## src/rtl/dmem_arb_pkg.sv

```systemverilog
// rtl/dmem_arb_pkg.sv - shared types and constants for the data RAM arbiter
package dmem_arb_pkg;

    // Ownership state: CPU owns the RAM by default, FORCE steals one cycle
    typedef enum logic {
        ST_CPU   = 1'b0,
        ST_FORCE = 1'b1
    } arb_state_t;

    // Width/sign codes carried on *_ubhw (funct3 encoding)
    localparam logic [2:0] UBHW_B  = 3'b000;
    localparam logic [2:0] UBHW_H  = 3'b001;
    localparam logic [2:0] UBHW_W  = 3'b010;
    localparam logic [2:0] UBHW_BU = 3'b100;
    localparam logic [2:0] UBHW_HU = 3'b101;

    // Starvation counter width; STARVE_MAX must fit
    localparam int CNT_W = 8;

endpackage

```

## src/rtl/dmem_arb_starve_ctr.sv

```systemverilog
// rtl/dmem_arb_starve_ctr.sv - clear/increment/saturate starvation counter
module dmem_arb_starve_ctr
    import dmem_arb_pkg::*;
#(
    parameter int STARVE_MAX = 8
) (
    input  logic             clk,
    input  logic             rst,
    input  logic             clr,
    input  logic             inc,
    output logic [CNT_W-1:0] cnt,
    output logic             expire
);

    localparam logic [CNT_W-1:0] MAX_V  = CNT_W'(STARVE_MAX);
    localparam logic [CNT_W-1:0] LAST_V = CNT_W'(STARVE_MAX - 1);

    // Count consecutive denied cycles; clear wins, saturate at STARVE_MAX
    always_ff @(posedge clk) begin
        if (rst || clr) begin
            cnt <= '0;
        end else if (inc && (cnt != MAX_V)) begin
            cnt <= cnt + 1'b1;
        end
    end

    // The denied cycle that completes STARVE_MAX misses schedules a FORCE
    always_comb begin
        expire = inc && (cnt == LAST_V);
    end

endmodule

```

## src/rtl/dmem_arbiter.sv

```systemverilog
// rtl/dmem_arbiter.sv - MEM stage / external requester arbiter for the data RAM
module dmem_arbiter
    import dmem_arb_pkg::*;
#(
    parameter int STARVE_MAX = 8
) (
    input  logic        clk,
    input  logic        rst,
    input  logic        cpu_req,
    input  logic        cpu_we,
    input  logic [31:0] cpu_addr,
    input  logic [31:0] cpu_wdata,
    input  logic [2:0]  cpu_ubhw,
    output logic [31:0] cpu_rdata,
    output logic        cpu_hold,
    input  logic        ext_req,
    input  logic        ext_we,
    input  logic [31:0] ext_addr,
    input  logic [31:0] ext_wdata,
    input  logic [2:0]  ext_ubhw,
    output logic        ext_gnt,
    output logic        ext_rvalid,
    output logic [31:0] ext_rdata,
    output logic [31:0] ram_addr,
    output logic [31:0] ram_wdata,
    output logic        ram_we,
    output logic [2:0]  ram_ubhw,
    input  logic [31:0] ram_rdata
);

    arb_state_t       state_q;
    arb_state_t       state_d;
    logic             denied;
    logic             expire;
    logic [CNT_W-1:0] starve_cnt;

    dmem_arb_starve_ctr #(
        .STARVE_MAX (STARVE_MAX)
    ) u_starve_ctr (
        .clk    (clk),
        .rst    (rst),
        .clr    (~ext_req | ext_gnt),
        .inc    (denied),
        .cnt    (starve_cnt),
        .expire (expire)
    );

    // Grant is combinational so an idle RAM cycle costs the requester nothing
    always_comb begin
        cpu_hold = (state_q == ST_FORCE);
        ext_gnt  = ext_req & (cpu_hold | ~cpu_req);
        denied   = ext_req & ~ext_gnt;
    end

    // RAM mux; a FORCE cycle with no external access must not replay a CPU store
    always_comb begin
        cpu_rdata = ram_rdata;
        if (ext_gnt) begin
            ram_addr  = ext_addr;
            ram_wdata = ext_wdata;
            ram_ubhw  = ext_ubhw;
            ram_we    = ext_we;
        end else begin
            ram_addr  = cpu_addr;
            ram_wdata = cpu_wdata;
            ram_ubhw  = cpu_ubhw;
            ram_we    = cpu_we & cpu_req & ~cpu_hold;
        end
    end

    // FSM next state: FORCE lasts exactly one cycle
    always_comb begin
        state_d = ST_CPU;
        if ((state_q == ST_CPU) && expire) begin
            state_d = ST_FORCE;
        end
    end

    // FSM state register; doubles as the registered cpu_hold
    always_ff @(posedge clk) begin
        if (rst) begin
            state_q <= ST_CPU;
        end else begin
            state_q <= state_d;
        end
    end

    // Read return: capture RAM data on a granted external read
    always_ff @(posedge clk) begin
        if (rst) begin
            ext_rvalid <= 1'b0;
            ext_rdata  <= '0;
        end else if (ext_gnt && !ext_we) begin
            ext_rvalid <= 1'b1;
            ext_rdata  <= ram_rdata;
        end else begin
            ext_rvalid <= 1'b0;
        end
    end

endmodule
```

## config.mk

```make
export PLATFORM = sky130hd
export DESIGN_NAME = dmem_arbiter
export DESIGN_NICKNAME = d
export VERILOG_FILES = /design/src/rtl/dmem_arb_pkg.sv /design/src/rtl/dmem_arb_starve_ctr.sv /design/src/rtl/dmem_arbiter.sv
export SDC_FILE = /design/constraint.sdc
export NUM_CORES = 1
export LEC_CHECK = 0
export BUFFER_PORTS_ARGS = -buffer_cell sky130_fd_sc_hd__buf_2
export CAP_MARGIN = 20
export CORE_AREA = 3 3 118 120
export DETAILED_ROUTE_END_ITERATION = 8
export DIE_AREA = 0 0 121 123
export HOLD_SLACK_MARGIN = 0.12
export PLACE_DENSITY = 0.62
export SLEW_MARGIN = 5
export SYNTH_ARGS = -nofsm -noshare
export SYNTH_HDL_FRONTEND = slang
export SYNTH_SLANG_ARGS = --single-unit
```

## constraint.sdc

```tcl
create_clock -name clk -period 2.45 [get_ports clk]
set_clock_uncertainty 0.15 [all_clocks]
set_input_delay 0.1225 -clock clk [delete_from_list [all_inputs] [get_ports clk]]
set_output_delay 0.1225 -clock clk [all_outputs]
set_load 0.01 [all_outputs]
```

==> reports/results.tsv, run 1 <==
metric	value	unit
antenna_found_initial	0	
final_min_period_over_clock_period	0.947	
clock_sink_count	42	
initial_core_util	0.229	
clock_tree.buffer_depth	2	
grt_start_max_net_pins	36	
grt_remaining_overflow	0	
synth.top_cells.by_area	sky130_fd_sc_hd__dfxtp_1 (28%), sky130_fd_sc_hd__mux2_1 (22%), sky130_fd_sc_hd__nand4b_1 (9.3%), sky130_fd_sc_hd__o31ai_1 (8.3%), sky130_fd_sc_hd__buf_4 (8.0%)	
area_growth_syn_to_layout	63.9	%
grt_use_total	0.197	
worst_pin_slew	0.524	ns
critPathRequiredTime	2.18	ns
netlist_instances	320	
detail_route.iter0.violations	251	
final.setup.tns	0	ns
cp_arrival	2.05	ns
rows	42	
post_synth_edffs	0	
dp.final_hpwl	13.1	mm
via_count_of_the_first_global_routing_pass	3495	
fp.dieArea	0.0149	mm2
vdd_ir_drop_max	0.000352	V
status	completed	
synth_top_area_share	0.280	
detailedRoute.firstPassIterationCount	4	
max_clock_freq	431	MHz
final_design_area_no_fill	0.00492	mm2
wl_per_cell	20.3	um
grt_pass1_wl	21.9	mm
unrepaired_setup_endpoints_after_global_routing	false	
vias_cell	4.66	
post-route-min-period	2.32	ns
timing.reg2reg.setup_slack	0.76	ns
slew_headroom	0.650	
routed-via-count	3659	
synth-seq-area-share	0.280	
chipHeight	123	um
yosysWarnings	0	
drv_slew	0	
max_fo_critical_path	29	
gp_congestion	0.932	
route.final.wire_length	15.9	mm
synth.largest_area_cell	sky130_fd_sc_hd__dfxtp_1	
synthesized_cell_area	0.00300	mm2
setup.worst_path.end_class	output port	
design.final.nets	783	
coreArea	0.0131	mm2
drive_gt1_frac	0.551	
port-buffer-count	306	
dpl_worst_slack	0.491	ns
final_antenna_net_count	0	
cts.clk_slew.worst_paths	0.07	ns
yosys.cell_count.top_type	sky130_fd_sc_hd__mux2_1	
worst_setup_path_start_kind	input port	
cts_made_buffers	5	
htreeDepth	2	
mappedNetlistNets	494	
drc	0	
report.final.setup_viol	0	
synth.top_cells.by_count	sky130_fd_sc_hd__mux2_1 (59), sky130_fd_sc_hd__dfxtp_1 (42), sky130_fd_sc_hd__a21oi_1 (36)	
num_io_pins	307	
asyncSetResetFlopFracSynth	0	
hold_viol	0	
place_area	0.00444	mm2
final_critical_path_setup_slack	0.131	ns
synth_flop_cell	sky130_fd_sc_hd__dfxtp_1	
floorplan.die.width	121	um
synth_seq_cells	42	
timing_worst_setup_path_type	input port to output port	
cts-root-buf	sky130_fd_sc_hd__clkbuf_16	
max_cap_violations	0	
netlist-cell-type-count	34	
clkLatencyLatePin	0.28	ns
antenna_cells_inserted	0	
cts_tree	yes	
pleak	2.39	nW
synthesis.area_per_instance	9.38	um2
power_density	413	mW/mm2
holdCritPathClass	input port to flip-flop	
-- metrics by stage --
step / std cells / hold WS (ns) / power (W) / util
global placement: 745 / 0.270 / 0.00134 / 0.339
floorplan: 320 / 0.143 / 0.00104 / -
finish: 786 / 0.249 / 0.00203 / 0.376
global route: 786 / 0.274 / 0.00214 / 0.376
CTS: 786 / 0.258 / 0.00206 / 0.376
detailed placement: 745 / 0.273 / 0.00134 / 0.339
-- cell usage in the layout, fill, tap and decap left out, types with 2 or more instances in the layout --
cell type and n:
sky130_fd_sc_hd__xor2_1 2, sky130_fd_sc_hd__a21oi_1 36, sky130_fd_sc_hd__buf_2 306, sky130_fd_sc_hd__or3_1 2, sky130_fd_sc_hd__dfxtp_1 42, sky130_fd_sc_hd__mux2_1 59
sky130_fd_sc_hd__o21ai_0 2, sky130_fd_sc_hd__o31ai_1 33, sky130_fd_sc_hd__dlygate4sd3_1 33, sky130_fd_sc_hd__clkinvlp_4 2, sky130_fd_sc_hd__inv_2 2, sky130_fd_sc_hd__mux2_4 8
sky130_fd_sc_hd__nand3_1 5, sky130_fd_sc_hd__ha_1 2, sky130_fd_sc_hd__nand2_1 5, sky130_fd_sc_hd__buf_4 9, sky130_fd_sc_hd__inv_1 3, sky130_fd_sc_hd__or4_1 2
sky130_fd_sc_hd__nor3_1 3, sky130_fd_sc_hd__clkbuf_16 5, sky130_fd_sc_hd__nor2_1 2, sky130_fd_sc_hd__nor4_1 2, sky130_fd_sc_hd__nand4b_1 32
-- final timing paths --
| path | startpoint | endpoint | cells after the start |
|---|---|---|---|
| setup / recovery | cpu_req | ram_addr[19] | 7 |
| hold / removal | rst | ext_rdata[4] | 3 |
| setup reg to reg | cpu_hold | u_starve_ctr.cnt[7] | 3 |
| hold reg to reg | ext_rdata[4] | ext_rdata[4] | 2 |
-- where the power goes --
part | total (W) | internal, W | switching [W] | leakage [nW]
clock network | 0.000665 | 0.000381 | 0.000284 | 0.0664
logic | 0.000656 | 0.000322 | 0.000334 | 1.99
registers | 0.000710 | 0.000701 | 0.00000891 | 0.341
-- sequential cells by signal, indices dropped and copies added, names as in the netlist --
| register | cells |
|---|---|
| cpu_hold | 1 |
| ext_rdata | 32 |
| ext_rvalid | 1 |
| u_starve_ctr.cnt | 8 |
-- critical path, stage by stage --
cell and delay (ns):
sky130_fd_sc_hd__dlygate4sd3_1 0.53, sky130_fd_sc_hd__buf_2 0.14, sky130_fd_sc_hd__nand2b_1 0.11, sky130_fd_sc_hd__nand2_4 0.35
sky130_fd_sc_hd__buf_4 0.30, sky130_fd_sc_hd__mux2_1 0.35, sky130_fd_sc_hd__buf_2 0.15
-- kinds of logic after synthesis --
kind of cell / synth area share
AOI/OAI and AO/OA: 0.153
xor gates and xnor gates: 0.00584
adders and majority gates: 0.00834
buffers and inverters: 0.142
DFF: 0.280
muxes: 0.261
and+or+nand+nor: 0.150
-- what timing repair did --
item                                   in CTS  in global routing
resized for setup                           0                  0
endpoints found under the hold margin      33                  0
hold buffers                               33                  0
setup buffers                               0                  0
-- final cells by class --
class                           count  area [um2]
Fill cell                        1362        8160
Inverter                            5        18.8
Clock buffer                        5         125
Clock inverter                      3        23.8
Sequential cell                    42         841
Tap cell                          176         220
Timing Repair Buffer              349        1950
Multi-Input combinational cell    206        1740
-- metal layers --
layer,GRT usage,up-vias,wire [um]
li1,-,1743,-
met1,0.240,1715,6400
met2,0.325,179,7520
met3,0.0682,22,1530
met4,0.0673,0,489
met5,0,-,0
Power figures use the tool's default switching activity.
==> inputs of run 2 (changes only) <==
- ABC_AREA: not set -> 1
- CORE_AREA: 3 3 118 120 -> 3 3 117 119
- DIE_AREA: 0 0 121 123 -> 0 0 120 122
- PLACE_DENSITY: 0.62 -> 0.61
==> run 2 against run 1 <==
- setup slack improved by 0.36 ns
- largest cell class unchanged
- synthesized cell count grew 48%
- sequential cell count unchanged
==> reports/results.tsv, run 2 <==
metric	value	unit
crit_cells	7	
power_density	438	mW/mm2
report.final.setup_viol	0	
place_area	0.00420	mm2
yosysWarnings	0	
netlist_instances	474	
largestRegisters	ext_rdata x32, u_starve_ctr.cnt x8	
timing_worst_setup_path_type	flip-flop to flip-flop	
critical_path_buf_inv_count	3	
holdCritPathClass	input port to flip-flop	
grtUsageMet2	0.259	
drc	0	
grt.met3_usage	0.0320	
vdd_ir_drop_max	0.000322	V
synthesized_cell_area	0.00277	mm2
drv_slew	0	
port-buffer-count	306	
setup.worst_path.end_class	flip-flop	
wl_per_cell	13.1	um
critPathTopFamily	buffers and inverters	
route.final.wire_length	12.4	mm
status	completed	
synthesis.area_per_instance	5.84	um2
critical_path.cell_chain	inv_2 -> a21oi_4 -> buf_4 -> nand2_1 -> nand2_1 -> a21oi_1 -> dlygate4sd3_1	
pleak	2.65	nW
part_of_the_total_power_dissipated_in_the_clock_network	0.363	
via_count_of_the_first_global_routing_pass	3452	
htreeDepth	2	
worst_pin_slew	0.495	ns
number_of_flip_flops_in_the_largest_register	32	
hold_viol	0	
critical_path.startpoint	cpu_hold	
worst_setup_path_start_kind	flip-flop	
max_fo_critical_path	22	
final_antenna_net_count	0	
cts.clk_slew.worst_paths	0.06	ns
timing.reg2reg.setup_slack	0.50	ns
critPathRequiredTime	2.47	ns
slew_headroom	0.669	
dp.final_hpwl	9.40	mm
drive_gt1_frac	0.419	
grt_remaining_overflow	0	
grt_pass1_wl	18.0	mm
critical_path.most_common_cell	sky130_fd_sc_hd__nand2_1	
cp_arrival	1.97	ns
final_design_area_no_fill	0.00471	mm2
synth.top_cells.by_count	sky130_fd_sc_hd__nand2_1 (260), sky130_fd_sc_hd__dfxtp_1 (42), sky130_fd_sc_hd__a21oi_1 (39)	
worstReg2RegEnd	ext_rdata[27]	
critPathSlowestCell	sky130_fd_sc_hd__dlygate4sd3_1	
synth.top_cells.by_area	sky130_fd_sc_hd__nand2_1 (35%), sky130_fd_sc_hd__dfxtp_1 (30%), sky130_fd_sc_hd__buf_4 (9.0%), sky130_fd_sc_hd__a21oi_1 (7.1%), sky130_fd_sc_hd__nand3_1 (6.9%)	
coreArea	0.0127	mm2
clock_sink_count	42	
post_synth_edffs	0	
min_to	ext_rdata[1]	
post-route-min-period	1.95	ns
fp.dieArea	0.0146	mm2
final_min_period_over_clock_period	0.798	
combinationalPowerShare	0.294	
power_switching	0.000594	W
global_route.usage.met1	0.192	
asyncSetResetFlopFracSynth	0	
chipHeight	122	um
ff2ff_path_depth	7	
rows	41	
antenna_found_initial	0	
max_clock_freq	512	MHz
grt_use_total	0.151	
synth_top_area_share	0.353	
unrepaired_setup_endpoints_after_global_routing	false	
detail_route.iter0.violations	209	
max_cap_violations	0	
sw_frac_of_total	0.288	
clock_tree.buffer_depth	2	
routed-via-count	3912	
detailedRoute.firstPassIterationCount	4	
gr-max-usage-layer	met2	
floorplan.die.width	120	um
cts_resized	0	
mappedNetlistNets	648	
grt_start_max_net_pins	48	
synth_seq_cells	42	
vias_cell	4.15	
synth.largest_area_cell	sky130_fd_sc_hd__nand2_1	
yosys.cell_count.top_type	sky130_fd_sc_hd__nand2_1	
netlist-cell-type-count	19	
timing.critical_path.slowest_cell_delay	0.57	ns
cts_tree	yes	
hold_depth	5	
area_growth_syn_to_layout	70.3	%
share_seq_of_total_power	0.344	
cts-root-buf	sky130_fd_sc_hd__clkbuf_16	
worstReg2RegStart	cpu_hold	
num_io_pins	307	
power.internal	0.00147	W
final_cell_mix	sky130_fd_sc_hd__buf_2 (306), sky130_fd_sc_hd__nand2_1 (260), sky130_fd_sc_hd__dfxtp_1 (42)	
largest_register	ext_rdata	
fill_cells	1389	
final.setup.tns	0	ns
synth_flop_cell	sky130_fd_sc_hd__dfxtp_1	
initial_core_util	0.218	
gp_congestion	0.790	
whs	0.131	ns
clkLatencyLatePin	0.28	ns
cts_made_buffers	5	
antenna_cells_inserted	0	
multi_input_gate_area	0.00150	mm2
synth-seq-area-share	0.304	
design.final.nets	944	
hold_path_startpoint	ext_we	
mostFrequentLayoutCell	sky130_fd_sc_hd__buf_2	
ff_latch_area	841	um2
## run 2: cell types whose count changed in the layout (fill, tap and decap cells not counted), sizes merged, moves of 4 or more
cell	delta
a21oi	+4
nor2	+10
nand3	+33
o31ai	-33
nand4b	-32
nand2	+254
inv	+5
mux2	-67
## run 2: worst max path at each step
stage / endpoint / slack (ns)
3_5_place_dp: ext_rdata[23] / 0.73
5_1_grt: ext_rdata[27] / 0.39
3_3_place_gp: ram_addr[31] / 0.76
2_1_floorplan: ram_addr[22] / 1.03
4_1_cts: ext_rdata[27] / 0.48
6_report: ext_rdata[27] / 0.50
## run 2: per-stage QoR
stage | util | std cells | setup WS, ns | power, W
final | 0.372 | 943 | 0.495 | 0.00206
after CTS | 0.372 | 943 | 0.477 | 0.00209
after floorplan | - | 474 | 1.03 | 0.00101
after detailed placement | 0.331 | 900 | 0.732 | 0.00129
after global placement | 0.331 | 900 | 0.763 | 0.00129
after global routing | 0.372 | 943 | 0.386 | 0.00217
## run 2: kinds of logic (layout without fill, tap and decap cells)
family,count (synthesis),count (layout),synth area share
adder cells (fa/ha/maj),2,2,0.00904
XOR/XNOR,1,1,0.00317
flip-flops,42,42,0.304
AO/OA/AOI/OAI,45,45,0.0836
AND/OR/NAND/NOR,312,312,0.442
buffers and inverters,72,369,0.159
## run 2: tightest hold or removal path, stage by stage
cell	delay (ns)
sky130_fd_sc_hd__buf_2	0.10
sky130_fd_sc_hd__clkinv_1	0.05
sky130_fd_sc_hd__nand2_1	0.10
sky130_fd_sc_hd__nand2_1	0.09
sky130_fd_sc_hd__a21oi_1	0.06
## run 2: final cells by class
type,instances,share of cell area
Clock buffer,7,0.0281
Clock inverter,1,0.00637
Inverter,12,0.00956
Multi-Input combinational cell,360,0.317
Sequential cell,42,0.178
Tap cell,172,0.0457
Timing Repair Buffer,349,0.415
## run 2: per-layer routing
| layer | routed length, um | share of wire |
|---|---|---|
| met2 | 6040 | 0.49 |
| met4 | 243 | 0.020 |
| met3 | 875 | 0.071 |
| met5 | 0 | 0 |
| met1 | 5240 | 0.42 |
## run 2: power by group through the flow
stage	sequential (W)	clock (W)	combinational (W)
6_report	0.000710	0.000748	0.000605
5_1_grt	0.000712	0.000800	0.000663
4_1_cts	0.000709	0.000775	0.000610
3_5_place_dp	0.000725	0	0.000566
3_3_place_gp	0.000725	0	0.000565
2_1_floorplan	0.000733	0	0.000279
## run 2: timing repair
item                      in CTS  in global routing
buffers inserted               0                  0
hold buffers                  35                  0
hold endpoints to repair      35                  0
==> inputs of run 3 (changes only) <==
- PLACE_DENSITY: 0.61 -> 0.63
- clock period: 2.45 -> 1.6 ns (I/O delays scaled with it)
==> run 3 against run 2 <==
- the run now ends with setup timing left
- final cell count is 2.3% higher
- power grew 55%
- via count is 5.6% higher
- first-iteration DRC count is 4.3% lower
- die area is the same
- sequential share of layout area shrank 1.5 points
- cell area grew 9.6%
- wire length rose by 12%
- global-route usage up 0.62 points
- clock power increased by 36%
- setup slack got worse by 0.59 ns
- count of clock-buffer cells in the layout is 1 lower
- critical endpoint is now ram_addr[23]
==> reports/results.tsv, run 3 (synthesis gave the netlist of run 2 again) <==
metric	value	unit
final_critical_path_setup_slack	-0.0942	ns
worst_pin_slew	0.348	ns
antenna_found_initial	0	
power.total	0.00319	W
floorplan.die.width	120	um
drc	0	
num_io_pins	307	
cp_arrival	1.46	ns
highest_layer	met4	
drv_slew	0	
final_antenna_net_count	0	
power_density	618	mW/mm2
rows	41	
met3WireLength	936	um
antenna_cells_inserted	0	
critical_path.cell_chain	inv_2 -> a21oi_4 -> buf_6 -> buf_12 -> nand2_1 -> nand2_1 -> buf_2	
critPathRequiredTime	1.37	ns
port-buffer-count	306	
hold_viol	0	
cts_tree	yes	
vias_cell	4.28	
via_count_of_the_first_global_routing_pass	3723	
critical_path.most_common_cell	sky130_fd_sc_hd__nand2_1	
failed_checks	setup timing	
vdd_ir_drop_max	0.000357	V
design.final.nets	966	
clock_sink_count	42	
grt_use_total	0.157	
cts_made_buffers	5	
detail_route.iter0.violations	200	
timing_worst_setup_path_type	flip-flop to output port	
route.final.wire_length	13.8	mm
timing.critical_path.slowest_cell_delay	0.33	ns
final.setup.tns	-4.67	ns
gp_congestion	0.820	
cts.clk_slew.worst_paths	0.06	ns
max_fo_critical_path	9	
grt_remaining_overflow	0	
fp.dieArea	0.0146	mm2
wl_per_cell	14.3	um
report.final.setup_viol	68	
initial_core_util	0.218	
largestRegisters	ext_rdata x32, u_starve_ctr.cnt x8	
coreArea	0.0127	mm2
grt_pass1_wl	18.6	mm
slew_headroom	0.768	
chipHeight	122	um
setup.worst_path.end_class	output port	
holdCritPathClass	input port to flip-flop	
post-route-min-period	1.69	ns
fill_cells	1319	
area_growth_syn_to_layout	86.6	%
met2_length	6.98	mm
mostFrequentLayoutCell	sky130_fd_sc_hd__buf_2	
final_cell_mix	sky130_fd_sc_hd__buf_2 (303), sky130_fd_sc_hd__nand2_1 (247), sky130_fd_sc_hd__dfxtp_1 (41)	
max_cap_violations	0	
number_of_flip_flops_in_the_largest_register	32	
clock_tree.buffer_depth	2	
max_clock_freq	590	MHz
drive_gt1_frac	0.458	
grt_start_max_net_pins	34	
pleak	2.86	nW
cts-root-buf	sky130_fd_sc_hd__clkbuf_16	
m1WireLength	5.77	mm
unrepaired_setup_endpoints_after_global_routing	true	
largest_register	ext_rdata	
htreeDepth	2	
status	finished with violations	
dp.final_hpwl	9.57	mm
detailedRoute.firstPassIterationCount	5	
final_min_period_over_clock_period	1.06	
critPathSlowestCell	sky130_fd_sc_hd__dfxtp_2	
routed-via-count	4130	
clkLatencyLatePin	0.28	ns
worst_setup_path_start_kind	flip-flop	
## run 3: worst max-delay path, delay by kind of cell, from the launching register on
family / cells / cell delay (ns)
AOI/OAI and AO/OA: 1 / 0.19
buffers and inverters: 4 / 0.51
DFF: 1 / 0.33
and+or+nand+nor: 2 / 0.14
## run 3: metrics by stage
step                      std cells  hold WS (ns)  utilization  cell area [um2]  setup slack (ns)
after detailed placement        908         0.212        0.341             4320            0.0977
after floorplan                 474        0.0944            -             2770             0.224
after global routing            965         0.206        0.408             5160            -0.174
after global placement          908         0.210        0.341             4320             0.132
after CTS                       959         0.147        0.395             5000            -0.161
final                           965         0.155        0.408             5160           -0.0942
## run 3: path summary, 6_finish.rpt
kind | from | to | slack [ns] | depth (start not counted)
setup reg to reg | cpu_hold | ext_rdata[4] | 0.08 | 8
hold / removal | ext_req | u_starve_ctr.cnt[4] | 0.16 | 5
hold reg to reg | ext_rdata[20] | ext_rdata[20] | 0.30 | 2
setup / recovery | cpu_hold | ram_addr[23] | -0.09 | 7
## run 3: per-layer routing
metal  vias to the layer above  GRT usage
met5                         -          0
met4                         0     0.0365
met3                        16     0.0353
met2                       177      0.282
met1                      1852      0.191
li1                       2085          -
## run 3: power breakdown
group / switching, W / internal, W / total, W / leakage [nW]
registers: 0.0000123 / 0.00107 / 0.00109 / 0.341
logic: 0.000542 / 0.000540 / 0.00108 / 2.45
clock network: 0.000406 / 0.000618 / 0.00102 / 0.0729
## run 3: layout make-up
class | instances | area [um2] | area share
repair buffers | 371 | 2370 | 0.459
clock buffers | 6 | 139 | 0.0269
clock inverters | 2 | 12.5 | 0.00242
inverters | 12 | 52.6 | 0.0102
well taps | 172 | 215 | 0.0417
flip-flops and latches | 42 | 842 | 0.163
multi-input cells | 360 | 1530 | 0.297
## run 3: timing repair
action                                  CTS  global route
hold endpoints to repair                 38             0
resized for setup                        20            14
pin swaps                                15             1
hold buffers                             33             0
buffers inserted                          7             1
gates cloned                              3             6
endpoints found under the setup margin   68           101
